--- src/rtl/instruction_issuer.sv ---
// Byte-to-word instruction assembler with FIFO buffering and a gap-paced
// one-cycle issue strobe toward the pixel generator's instruction port.
module instruction_issuer #(
  parameter int FIFO_DEPTH     = 8,
  parameter int ISSUE_GAP      = 2,
  parameter int TIMEOUT_CYCLES = 1000
) (
  input  logic        i_clk,
  input  logic        i_reset_n,
  input  logic [7:0]  i_rx_byte,
  input  logic        i_rx_valid,
  input  logic        i_hold,
  input  logic        i_clear_flags,
  output logic [31:0] o_instruction,
  output logic        o_instruction_ready,
  output logic        o_busy,
  output logic        o_overflow,
  output logic        o_frame_error
);

  localparam int AW = $clog2(FIFO_DEPTH);
  localparam int TW = $clog2(TIMEOUT_CYCLES + 1);
  localparam int GW = (ISSUE_GAP > 0) ? $clog2(ISSUE_GAP + 1) : 1;
  localparam logic [TW-1:0] TMO_LAST = TW'(TIMEOUT_CYCLES - 1);
  localparam logic [AW:0]   FULL_CNT = (AW + 1)'(FIFO_DEPTH);

  typedef enum logic [1:0] {IDLE, ISSUE, GAP} state_t;

  logic [1:0]    k;
  logic [23:0]   part_p0;
  logic [TW-1:0] tmo_cnt;
  logic          tmo_hit;
  logic [31:0]   word_p1;
  logic          vld_p1;

  logic [31:0]   mem [FIFO_DEPTH];
  logic [AW:0]   wr_ptr, rd_ptr, count;
  logic          empty, full, push, ovf_set;

  state_t        state, state_nx;
  logic [GW-1:0] gap_cnt, gap_nx;
  logic          can_issue, issue_go;

  // ---- stage p0: byte assembly and partial-word timeout ----
  // A byte arriving on the timeout cycle takes priority, so tmo_hit needs !i_rx_valid.
  assign tmo_hit = !i_rx_valid && (k != 2'd0) && (tmo_cnt == TMO_LAST);

  always_ff @(posedge i_clk or negedge i_reset_n) begin
    if (!i_reset_n) begin
      k       <= 2'd0;
      tmo_cnt <= '0;
      vld_p1  <= 1'b0;
    end else begin
      vld_p1 <= i_rx_valid && (k == 2'd3) && (part_p0[7:0] != 8'h00);
      if (i_rx_valid) begin
        k       <= k + 2'd1;
        tmo_cnt <= '0;
      end else if (tmo_hit) begin
        k       <= 2'd0;
        tmo_cnt <= '0;
      end else if (k != 2'd0) begin
        tmo_cnt <= tmo_cnt + TW'(1);
      end else begin
        tmo_cnt <= '0;
      end
    end
  end

  always_ff @(posedge i_clk) begin
    if (i_rx_valid) begin
      case (k)
        2'd0:    part_p0[7:0]   <= i_rx_byte;
        2'd1:    part_p0[15:8]  <= i_rx_byte;
        2'd2:    part_p0[23:16] <= i_rx_byte;
        default: part_p0        <= part_p0;
      endcase
      word_p1 <= {i_rx_byte, part_p0};
    end
  end

  // ---- stage p1: FIFO push / pop ----
  assign count   = wr_ptr - rd_ptr;
  assign empty   = (count == '0);
  assign full    = (count == FULL_CNT);
  assign push    = vld_p1 && (!full || issue_go);
  assign ovf_set = vld_p1 && full && !issue_go;

  always_ff @(posedge i_clk) begin
    if (push) mem[wr_ptr[AW-1:0]] <= word_p1;
  end

  always_ff @(posedge i_clk or negedge i_reset_n) begin
    if (!i_reset_n) begin
      wr_ptr        <= '0;
      rd_ptr        <= '0;
      o_overflow    <= 1'b0;
      o_frame_error <= 1'b0;
    end else begin
      if (push)     wr_ptr <= wr_ptr + (AW + 1)'(1);
      if (issue_go) rd_ptr <= rd_ptr + (AW + 1)'(1);
      o_overflow    <= (o_overflow && !i_clear_flags) || ovf_set;
      o_frame_error <= (o_frame_error && !i_clear_flags) || tmo_hit;
    end
  end

  // ---- stage p2: issue FSM and registered strobe ----
  assign can_issue = !empty && !i_hold;

  always_comb begin
    state_nx = state;
    gap_nx   = gap_cnt;
    issue_go = 1'b0;
    case (state)
      IDLE: begin
        if (can_issue && (gap_cnt == '0)) begin
          issue_go = 1'b1;
          state_nx = ISSUE;
        end
      end
      ISSUE: begin
        if (ISSUE_GAP == 0) begin
          if (can_issue) issue_go = 1'b1;
          else           state_nx = IDLE;
        end else begin
          state_nx = GAP;
          gap_nx   = GW'(ISSUE_GAP);
        end
      end
      GAP: begin
        gap_nx = gap_cnt - GW'(1);
        // The cycle the counter reaches 0 doubles as the IDLE decision.
        if (gap_cnt <= GW'(1)) begin
          gap_nx = '0;
          if (can_issue) begin
            issue_go = 1'b1;
            state_nx = ISSUE;
          end else begin
            state_nx = IDLE;
          end
        end
      end
      default: state_nx = IDLE;
    endcase
  end

  always_ff @(posedge i_clk or negedge i_reset_n) begin
    if (!i_reset_n) begin
      state               <= IDLE;
      gap_cnt             <= '0;
      o_instruction_ready <= 1'b0;
      o_instruction       <= '0;
    end else begin
      state               <= state_nx;
      gap_cnt             <= gap_nx;
      o_instruction_ready <= issue_go;
      o_instruction       <= issue_go ? mem[rd_ptr[AW-1:0]] : '0;
    end
  end

  assign o_busy = !empty || (k != 2'd0) || vld_p1 || (state != IDLE);

endmodule

--- config.mk ---
export PLATFORM = sky130hd
export DESIGN_NAME = instruction_issuer
export DESIGN_NICKNAME = d
export VERILOG_FILES = /design/src/rtl/instruction_issuer.sv
export SDC_FILE = /design/constraint.sdc
export NUM_CORES = 1
export LEC_CHECK = 0
export ABC_AREA = 1
export BUFFER_PORTS_ARGS = -buffer_cell sky130_fd_sc_hd__buf_2
export CAP_MARGIN = 20
export CORE_MARGIN = 2
export CORE_UTILIZATION = 40
export DETAILED_ROUTE_END_ITERATION = 12
export HOLD_SLACK_MARGIN = 0.15
export SLEW_MARGIN = 20
export SYNTH_ARGS = -nofsm -noshare
export SYNTH_HDL_FRONTEND = slang
export SYNTH_SLANG_ARGS = --single-unit
--- constraint.sdc ---
create_clock -name i_clk -period 8.79 [get_ports i_clk]
set_clock_uncertainty 0.05 [all_clocks]
set_input_delay 1.758 -clock i_clk [delete_from_list [all_inputs] [get_ports i_clk]]
set_output_delay 1.758 -clock i_clk [all_outputs]
set_load 0.05 [all_outputs]
==> impl_metrics.toml, run 1 <==
[yosys]
ys_types = 32
synth_compound_area_share_pct = 5.234
syn_nets = 1085
synthMuxAreaShare_pct = 0
ys_warn_count = 0
yosys_register_bits = 372
synth_top_cell_area_share_pct = 66.10
synth_cells = 1058
synthSimpleGateAreaFrac_pct = 13.79
yosysTopAreaCell = "edfxtp_1"
synth_xor_area_share_pct = 0.3089
synthAdderAreaFrac_pct = 1.236
yosysSeqAreaShare_pct = 76.69
syn_area_um2 = 14170
synth_area_leaders = "edfxtp_1 66%, dfrtp_1 11%, nand2_1 6.4%, nor2_1 2.9%, nand3_1 2.6%"
syn_avg_cell_area_um2 = 13.40
synth_top_family_by_area = "simple AND/OR/NAND/NOR gates"

[sta]
drv_slew = 0
worst_pin_slew_ns = 1.056
fmax_mhz = 218.9
maxSlewHeadroom_pct = 29.44
finalSetupViolations = 0
period_minus_slack_ns = 4.569
rsz0062_at_grt = "false"
finalSetupTns_ns = 0
hold_viol = 0
timing.final.crit_share_pct = 51.98

[pwr]
peakVddDrop_mv = 0.1565
power_density_nw_per_um2 = 312.9
leakagePower_uw = 0.005916

[drt]
remaining_drc_errors = 0
via_per_inst = 5.033
drt_iter0_drc = 778
wirelength_um = 29020
wl_per_cell_um = 18.20
dr.pass1.iters = 5
num_vias = 8028
antenna_left = 0

[floorplanning]
placementRows = 68
coreArea_um2 = 34710
io_pins = 49
die-width_um = 192.2
die-area_um2 = 36960
start_util_pct = 40.83
dieHeight_um = 192.2

[worst_hold_path]
hold_depth = 0
hold_path_end = "word_p1[22]"
hold_path.startpoint = "part_p0[22]"
hold_path_class = "reg2reg"

[outcome]
outcome = "completed"

[place]
place.gp.congestion = 0.7932
dp_hpwl_um = 16850
dp.cells = 1522
port-buffer-count = 48

[clocking]
cts_resized = 0
clk_pin_slew_worst_paths_ns = 0.06
clockRootBuffer = "clkbuf_16"
hold_buffers = 0
tritoncts = "done"
post_cts_buffers = 0
clk_latency_ns = 0.52
cts.htree.levels = 2
cts_sinks = 372
clock_path_buffers = 3
cts_buffers = 39

[finish]
regArea_um2 = 10870
drive_gt1_share_pct = 12.54
num_antenna_cells = 0
instances_no_fill = 1595
final_nets = 1137
fill_cells = 3131
multi_input_area_um2 = 2970
syn2layout_area_growth_pct = 13.89

[worst_setup_path]
critPathKind = "reg2out"
r2r_setup_slack_ns = 5.13
timing.rr.end = "mem[2][21]"
critical_path.max_fanout = 35
cp.arrival_ns = 2.76
cp-start-kind = "register"
r2r-start = "rd_ptr[2]"
cp.required_ns = 6.98
critPathCaptureType = "primary output"
reg2reg_depth = 10

[grt]
grt_max_degree = 83
grt.total_usage_pct = 16.25
antenna_found_initial = 0
grt_overflow = 0
grt_pass1_vias = 7879
grt_pass1_wl_um = 45570

[job]
max_cap_viol_count = 0
## state kept, by name (all words and copies together) (netlist names)
name and cells:
gap_cnt 2, k 2, mem 256, o_frame_error 1, o_instruction 32, o_instruction_ready 1
o_overflow 1, part_p0 24, rd_ptr 4, state 2, tmo_cnt 10, vld_p1 1
word_p1 32, wr_ptr 4
## critical path, cell delays in order, from the launching register on
cell	delay (ns)
dfrtp_1	0.40
inv_2	0.55
ha_1	0.39
or2_1	0.25
nand2_1	0.08
nand2_1	0.05
nand2_2	0.08
nand2_4	0.08
inv_1	0.06
nand4_1	0.07
buf_2	0.23
## per-stage QoR
step                cell area [um^2]  worst slack [ns]  hold WS, ns  power, uW  utilization, %
floorplan                      14170             4.623       0.3503       3163               -
global placement               14890             4.776       0.3543       3531           42.90
detailed placement             14890             4.739       0.3545       3547           42.90
CTS                            16090             4.168       0.3682       5106           46.35
global route                   16140             4.023       0.3738       5326           46.51
finish                         16140             4.221       0.3665       5051           46.51
## kinds of logic after synthesis
kind of cell | Yosys count
buffers and inverters | 91
and+or+nand+nor | 461
DFF | 372
xor gates and xnor gates | 5
adders and majority gates | 14
AOI/OAI and AO/OA | 115
## layout make-up
type / count / area share [%]
Sequential cell: 372 / 67.36
Clock buffer: 52 / 6.347
Clock inverter: 19 / 1.077
Inverter: 42 / 0.9998
Tap cell: 455 / 3.526
Multi-Input combinational cell: 595 / 18.40
Timing Repair Buffer: 60 / 2.294
## cell usage after synthesis, drive strengths merged
cell type,count
a21boi,1
a21o,1
nand4,5
nand3,77
xor2,4
xnor2,1
o21ai,10
dfrtp,60
o211ai,32
clkinv,1
nor2,119
edfxtp,312
ha,14
nor3,10
nand2,247
o22ai,1
o31ai,32
inv,41
or2,1
buf,22
clkbuf,27
nor4,2
a21oi,38
## cell usage in the layout, fill, tap and decap left out, types with 4 or more instances in the layout
cell | synthesis | final
inv_1 | 39 | 38
edfxtp_1 | 312 | 312
nor2_2 | 10 | 11
buf_2 | 18 | 48
nor2_1 | 109 | 101
ha_1 | 14 | 14
clkinv_1 | 1 | 7
clkinv_2 | 0 | 8
o21ai_0 | 10 | 10
nand2_1 | 243 | 243
xor2_1 | 4 | 4
clkbuf_1 | 27 | 13
nand3_1 | 74 | 74
buf_4 | 0 | 10
o211ai_1 | 32 | 32
clkbuf_16 | 0 | 39
a21oi_1 | 38 | 38
nor3_1 | 10 | 10
nor2_4 | 0 | 7
o31ai_1 | 32 | 32
dfrtp_1 | 60 | 59
## power by group
| group | internal [uW] | switching (uW) |
|---|---|---|
| sequential | 2070 | 119 |
| clock | 911 | 648 |
| combinational | 353 | 951 |
| total | 3330 | 1720 |
## per-layer routing
metal	vias to the layer above	share of wire, %	track usage [%]
met4	0	2.2	4.844
li1	3845	-	-
met3	46	5.0	2.631
met1	3933	46	22.84
met5	-	0	0
met2	204	47	26.13
## worst max-delay path by stage
stage | start | endpoint
6_report | rd_ptr[2] | o_busy
5_1_grt | rd_ptr[2] | o_busy
4_1_cts | rd_ptr[2] | o_busy
3_5_place_dp | rd_ptr[2] | o_busy
3_3_place_gp | rd_ptr[2] | o_busy
2_1_floorplan | i_hold | mem[2][0]
Power figures use the tool's default switching activity.
==> run 2: changes to the inputs <==
- clock period: 8.79 -> 4.7 ns (I/O delays scaled with it)
==> run 2 against run 1 <==
Final area rose by 0.13%; sequential share of layout area is 0.089 points lower; highest routed layer unchanged; utilization up 0.061 points; sequential power grew 87%.
==> impl_metrics.toml, run 2 (same netlist as run 1, synthesis figures left out) <==
[outcome]
outcome = "completed"

[grt]
grt.total_usage_pct = 16.04
grt_overflow = 0
grt_max_degree = 130
grt_pass1_vias = 7780
grt_pass1_wl_um = 45010
antenna_found_initial = 0

[finish]
final_common_cell = "edfxtp_1"
final_nets = 1142
final_core_util_pct = 46.57
largest_reg_flops = 256
drive_gt1_share_pct = 13.10
fill_cells = 3070
final_cell_mix = "312 x edfxtp_1, 243 x nand2_1, 101 x nor2_1"
syn2layout_area_growth_pct = 14.04
num_antenna_cells = 0

[place]
dp_hpwl_um = 16070
port-buffer-count = 48
post-place-ws_ns = 1.577
place.gp.congestion = 0.7780

[sta]
maxSlewHeadroom_pct = 39.92
worst_pin_slew_ns = 0.9012
setup_ws_ns = 1.194
timing.final.crit_share_pct = 74.60
drv_slew = 0
rsz0062_at_grt = "false"
period_minus_slack_ns = 3.506
finalSetupTns_ns = 0
worst_hold_slack_ns = 0.3683
finalSetupViolations = 0
hold_viol = 0
fmax_mhz = 285.2

[pwr]
combPwrFrac_pct = 25.9
peakVddDrop_mv = 0.3540
clockPowerShare_pct = 30.6
power_density_nw_per_um2 = 583.2
leakagePower_uw = 0.005940
p_sw_share_pct = 34.00
p_seq_share_pct = 43.5
internal-power_uw = 6223
power_switching_uw = 3205

[drt]
antenna_left = 0
wl_per_cell_um = 18.11
dr.pass1.iters = 7
wirelength_um = 28980
drt_iter0_drc = 631
via_per_inst = 4.992
remaining_drc_errors = 0
num_vias = 7987

[floorplanning]
io_pins = 49
placementRows = 68
coreArea_um2 = 34710
die-width_um = 192.2
die-area_um2 = 36960
start_util_pct = 40.83
dieHeight_um = 192.2

[worst_setup_path]
cp_slowest_cell = "dfrtp_4"
path_common_cell = "inv_1"
critical_path.max_fanout = 52
cp-start-kind = "register"
critPathKind = "reg2out"
cp.required_ns = 3.71
critPathMaxStageDelay_ns = 0.84
critPathCaptureType = "primary output"
cp.arrival_ns = 2.52
path_cells = "ha_1 -> inv_1 -> nand2_1 -> a21oi_1 -> nor2_1 -> nand2_4 -> inv_1 -> nand4_1 -> buf_2"

[clocking]
cts_sinks = 372
tritoncts = "done"
clk_pin_slew_worst_paths_ns = 0.06
cts.htree.levels = 2
hold_buffers = 0
clk_latency_ns = 0.52
clock_path_buffers = 3
cts_buffers = 39
cts_resized = 0
post_cts_buffers = 0
clockRootBuffer = "clkbuf_16"

[worst_hold_path]
hold_path_class = "reg2reg"

[job]
max_cap_viol_count = 0
run 2: area by class of cell:
type / count / area [um^2] / area share (%)
Clock buffer: 52 / 1087 / 6.726
Sequential cell: 372 / 10870 / 67.27
Multi-Input combinational cell: 595 / 2970 / 18.37
Clock inverter: 19 / 122.6 / 0.7585
Inverter: 42 / 161.4 / 0.9985
Timing Repair Buffer: 65 / 380.4 / 2.353
Tap cell: 455 / 569.3 / 3.522
run 2: worst paths after layout:
kind	from	end	slack (ns)	cells after the start
worst max-delay path	rd_ptr[0]	o_busy	1.19	9
max in group asynchronous	i_reset_n	rd_ptr[0]	3.23	2
worst min-delay path	part_p0[9]	word_p1[9]	0.37	0
worst min register to register	part_p0[9]	word_p1[9]	0.37	0
worst max register to register	rd_ptr[0]	mem[6][11]	1.58	12
min in group asynchronous	i_reset_n	o_instruction[1]	0.40	1
run 2: per-stage QoR:
stage	cells	total power, uW	area, um^2
floorplan	1058	5916	14170
global placement	1529	6618	14960
detailed placement	1529	6648	14960
CTS	1600	9536	16170
global route	1600	9918	16170
finish	1600	9428	16170
run 2: power by group through the flow:
| stage | Combinational [uW] | Clock, uW | Sequential, uW |
|---|---|---|---|
| after global placement | 2450 | 0 | 4160 |
| after detailed placement | 2480 | 0 | 4170 |
| after global routing | 2710 | 3070 | 4140 |
| after floorplan | 1540 | 0 | 4370 |
| final | 2440 | 2890 | 4100 |
| after CTS | 2490 | 2950 | 4100 |
run 2: critical path: cells and delay by family (launching register included):
family / cells / cell delay (ns)
compound gates: 1 / 0.09
fa+ha+maj: 1 / 0.27
buf+inv: 3 / 0.33
flops: 1 / 0.84
simple gates: 4 / 0.47
run 2: routing by layer:
layer	vias to the layer above	global-route usage [%]	wire length (um)
met4	0	4.492	641
met5	-	0	0
li1	3846	-	-
met1	3899	23.02	13450
met3	53	2.193	1420
met2	189	25.66	13470
==> run 3: changes to the inputs <==
- ABC_AREA: 1 -> 0
- clock period: 4.7 -> 3.5 ns (I/O delays scaled with it)
==> run 3 against run 2 <==
Sequential power increased by 32%; synthesized area decreased by 3.3%; register-to-register slack got worse by 1.1 ns; largest power group unchanged; critical path type unchanged; final area decreased by 1.5%; largest cell class unchanged.
==> impl_metrics.toml, run 3 <==
[worst_setup_path]
critPathCaptureType = "primary output"
cp_slowest_cell = "dfrtp_1"
cp.arrival_ns = 2.55
path_cells = "ha_1 -> nand3b_1 -> a21oi_1 -> nor4_2 -> nand4b_1 -> buf_2"
critical_path.max_fanout = 9
r2r-start = "wr_ptr[1]"
cp-start-kind = "register"
critPathTopFamily = "flip-flops"
cp.required_ns = 2.75
reg2reg_depth = 7
timing.rr.end = "mem[7][31]"
critPathMaxStageDelay_ns = 0.66
critPathKind = "reg2out"
r2r_setup_slack_ns = 0.50
path_buf_inv = 1

[drt]
wirelength_um = 26450
wl_per_cell_um = 21.19
remaining_drc_errors = 0
antenna_left = 0
drt_iter0_drc = 554
dr.pass1.iters = 4
num_vias = 6433
via_per_inst = 5.155

[place]
dp_hpwl_um = 14820
place.gp.congestion = 0.7592
port-buffer-count = 48
dp.cells = 1175

[worst_hold_path]
hold_path_class = "reg2reg"
hold_path.startpoint = "part_p0[18]"
hold_path_end = "word_p1[18]"
hold_depth = 0

[sta]
timing.final.crit_share_pct = 94.25
rsz0062_at_grt = "false"
maxSlewHeadroom_pct = 31.96
hold_viol = 0
worst_hold_slack_ns = 0.3570
fmax_mhz = 303.1
period_minus_slack_ns = 3.299
worst_pin_slew_ns = 1.021
drv_slew = 0
finalSetupTns_ns = 0
finalSetupViolations = 0

[yosys]
yosysSeqAreaShare_pct = 79.34
async_flop_share_pct = 16.13
ys_types = 36
synthTopCellsByCount = "312 x edfxtp_1, 69 x nand2_1, 64 x mux4_2"
syn_area_um2 = 13700
synth_area_leaders = "edfxtp_1 68%, dfrtp_1 11%, mux4_2 11%, nand2_1 1.9%, a21oi_1 1.3%"
synth_top_cell_area_share_pct = 68.38
ys_warn_count = 0
yosysMostFrequentCell = "edfxtp_1"
synth_cells = 685
syn_avg_cell_area_um2 = 20.00
synth_flop_cell = "edfxtp_1"
yosys_register_bits = 372
syn_nets = 712
synth-edff-count = 312
yosysTopAreaCell = "edfxtp_1"

[pwr]
p_seq_share_pct = 43.8
p_sw_share_pct = 30.06
leakagePower_uw = 0.005557
power_switching_uw = 3722
power_uw = 12380
combPwrFrac_pct = 24.7
power_density_nw_per_um2 = 777.9
internal-power_uw = 8660
peakVddDrop_mv = 0.3961
clockPowerShare_pct = 31.5

[job]
max_cap_viol_count = 0

[finish]
final_common_cell = "edfxtp_1"
final_nets = 796
drive_gt1_share_pct = 25.87
syn2layout_area_growth_pct = 16.17
instances_no_fill = 1248
final_cell_mix = "312 x edfxtp_1, 69 x nand2_1, 64 x mux4_2"
final_core_util_pct = 47.35
largest_reg_flops = 256
num_antenna_cells = 0
fill_cells = 2762

[clocking]
clockRootBuffer = "clkbuf_16"
clock_path_buffers = 3
cts_buffers = 39
cts.htree.levels = 2
clk_latency_ns = 0.52
tritoncts = "done"
cts_sinks = 372
clk_pin_slew_worst_paths_ns = 0.06

[grt]
antenna_found_initial = 0
grt_overflow = 0
grt.total_usage_pct = 15.25
grt_pass1_vias = 6935
grt_max_degree = 68
grt_pass1_wl_um = 41100

[floorplanning]
die-width_um = 189.1
dieHeight_um = 189.1
io_pins = 49
start_util_pct = 40.76
placementRows = 67
die-area_um2 = 35750
coreArea_um2 = 33620

[outcome]
outcome = "completed"
-- run 3: cells by family (layout without fill, tap and decap cells) --
kind of cell / Yosys count / count (layout) / synth area share [%]
compound gates: 49 / 49 / 2.201
buf+inv: 43 / 158 / 1.324
mux: 68 / 68 / 10.85
fa+ha+maj: 14 / 14 / 1.278
flops: 372 / 372 / 79.34
simple gates: 123 / 123 / 3.990
xor+xnor: 16 / 16 / 1.023
-- run 3: power groups by stage --
stage	Combinational (uW)	Sequential (uW)	Clock, uW
2_1_floorplan	1940	5870	0
3_3_place_gp	3050	5490	0
3_5_place_dp	3100	5510	0
4_1_cts	3110	5420	4000
5_1_grt	3330	5460	4180
6_report	3060	5420	3900
-- run 3: worst max-delay path by stage --
stage                   start          to  slack (ns)  depth (start not counted)
floorplan           wr_ptr[0]   mem[0][0]       0.009                          9
global placement    wr_ptr[2]      o_busy        0.55                          6
detailed placement  wr_ptr[2]  mem[7][29]        0.44                          7
CTS                 wr_ptr[2]      o_busy        0.06                          6
global route        wr_ptr[1]      o_busy        0.02                          6
finish              wr_ptr[1]      o_busy        0.20                          6
-- run 3: final cells by class --
cell class	instances	area [um^2]	area share [%]
inverter	16	61.31	0.3852
multi-input combinational	270	2773	17.42
clock buffer	53	1070	6.721
clock inverter	19	156.4	0.9825
timing repair buffer	70	420.4	2.641
tap	448	560.5	3.521
sequential	372	10880	68.33
-- run 3: metal layers --
layer / vias to the layer above / share of wire, % / track usage, %
li1: 2851 / - / -
met1: 3371 / 44 / 21.03
met2: 174 / 49 / 25.13
met3: 37 / 4.8 / 2.688
met4: 0 / 1.8 / 4.177
met5: - / 0 / 0
-- run 3: timing repair --
| item | CTS | global route |
|---|---|---|
| gates resized for setup | 1 | 2 |
| endpoints found under the setup margin | 1 | 1 |
| cloned | 0 | 0 |
| endpoints found under the hold margin | 21 | 0 |
| hold buffers | 1 | 0 |
| buffers inserted | 0 | 0 |
-- run 3: through the flow --
stage          setup slack, ns  cell area, um^2
4_1_cts                0.06395            15910
3_5_place_dp            0.4362            14670
6_report                0.2012            15920
3_3_place_gp            0.5542            14670
2_1_floorplan         0.008815            13820
5_1_grt                0.01913            15920
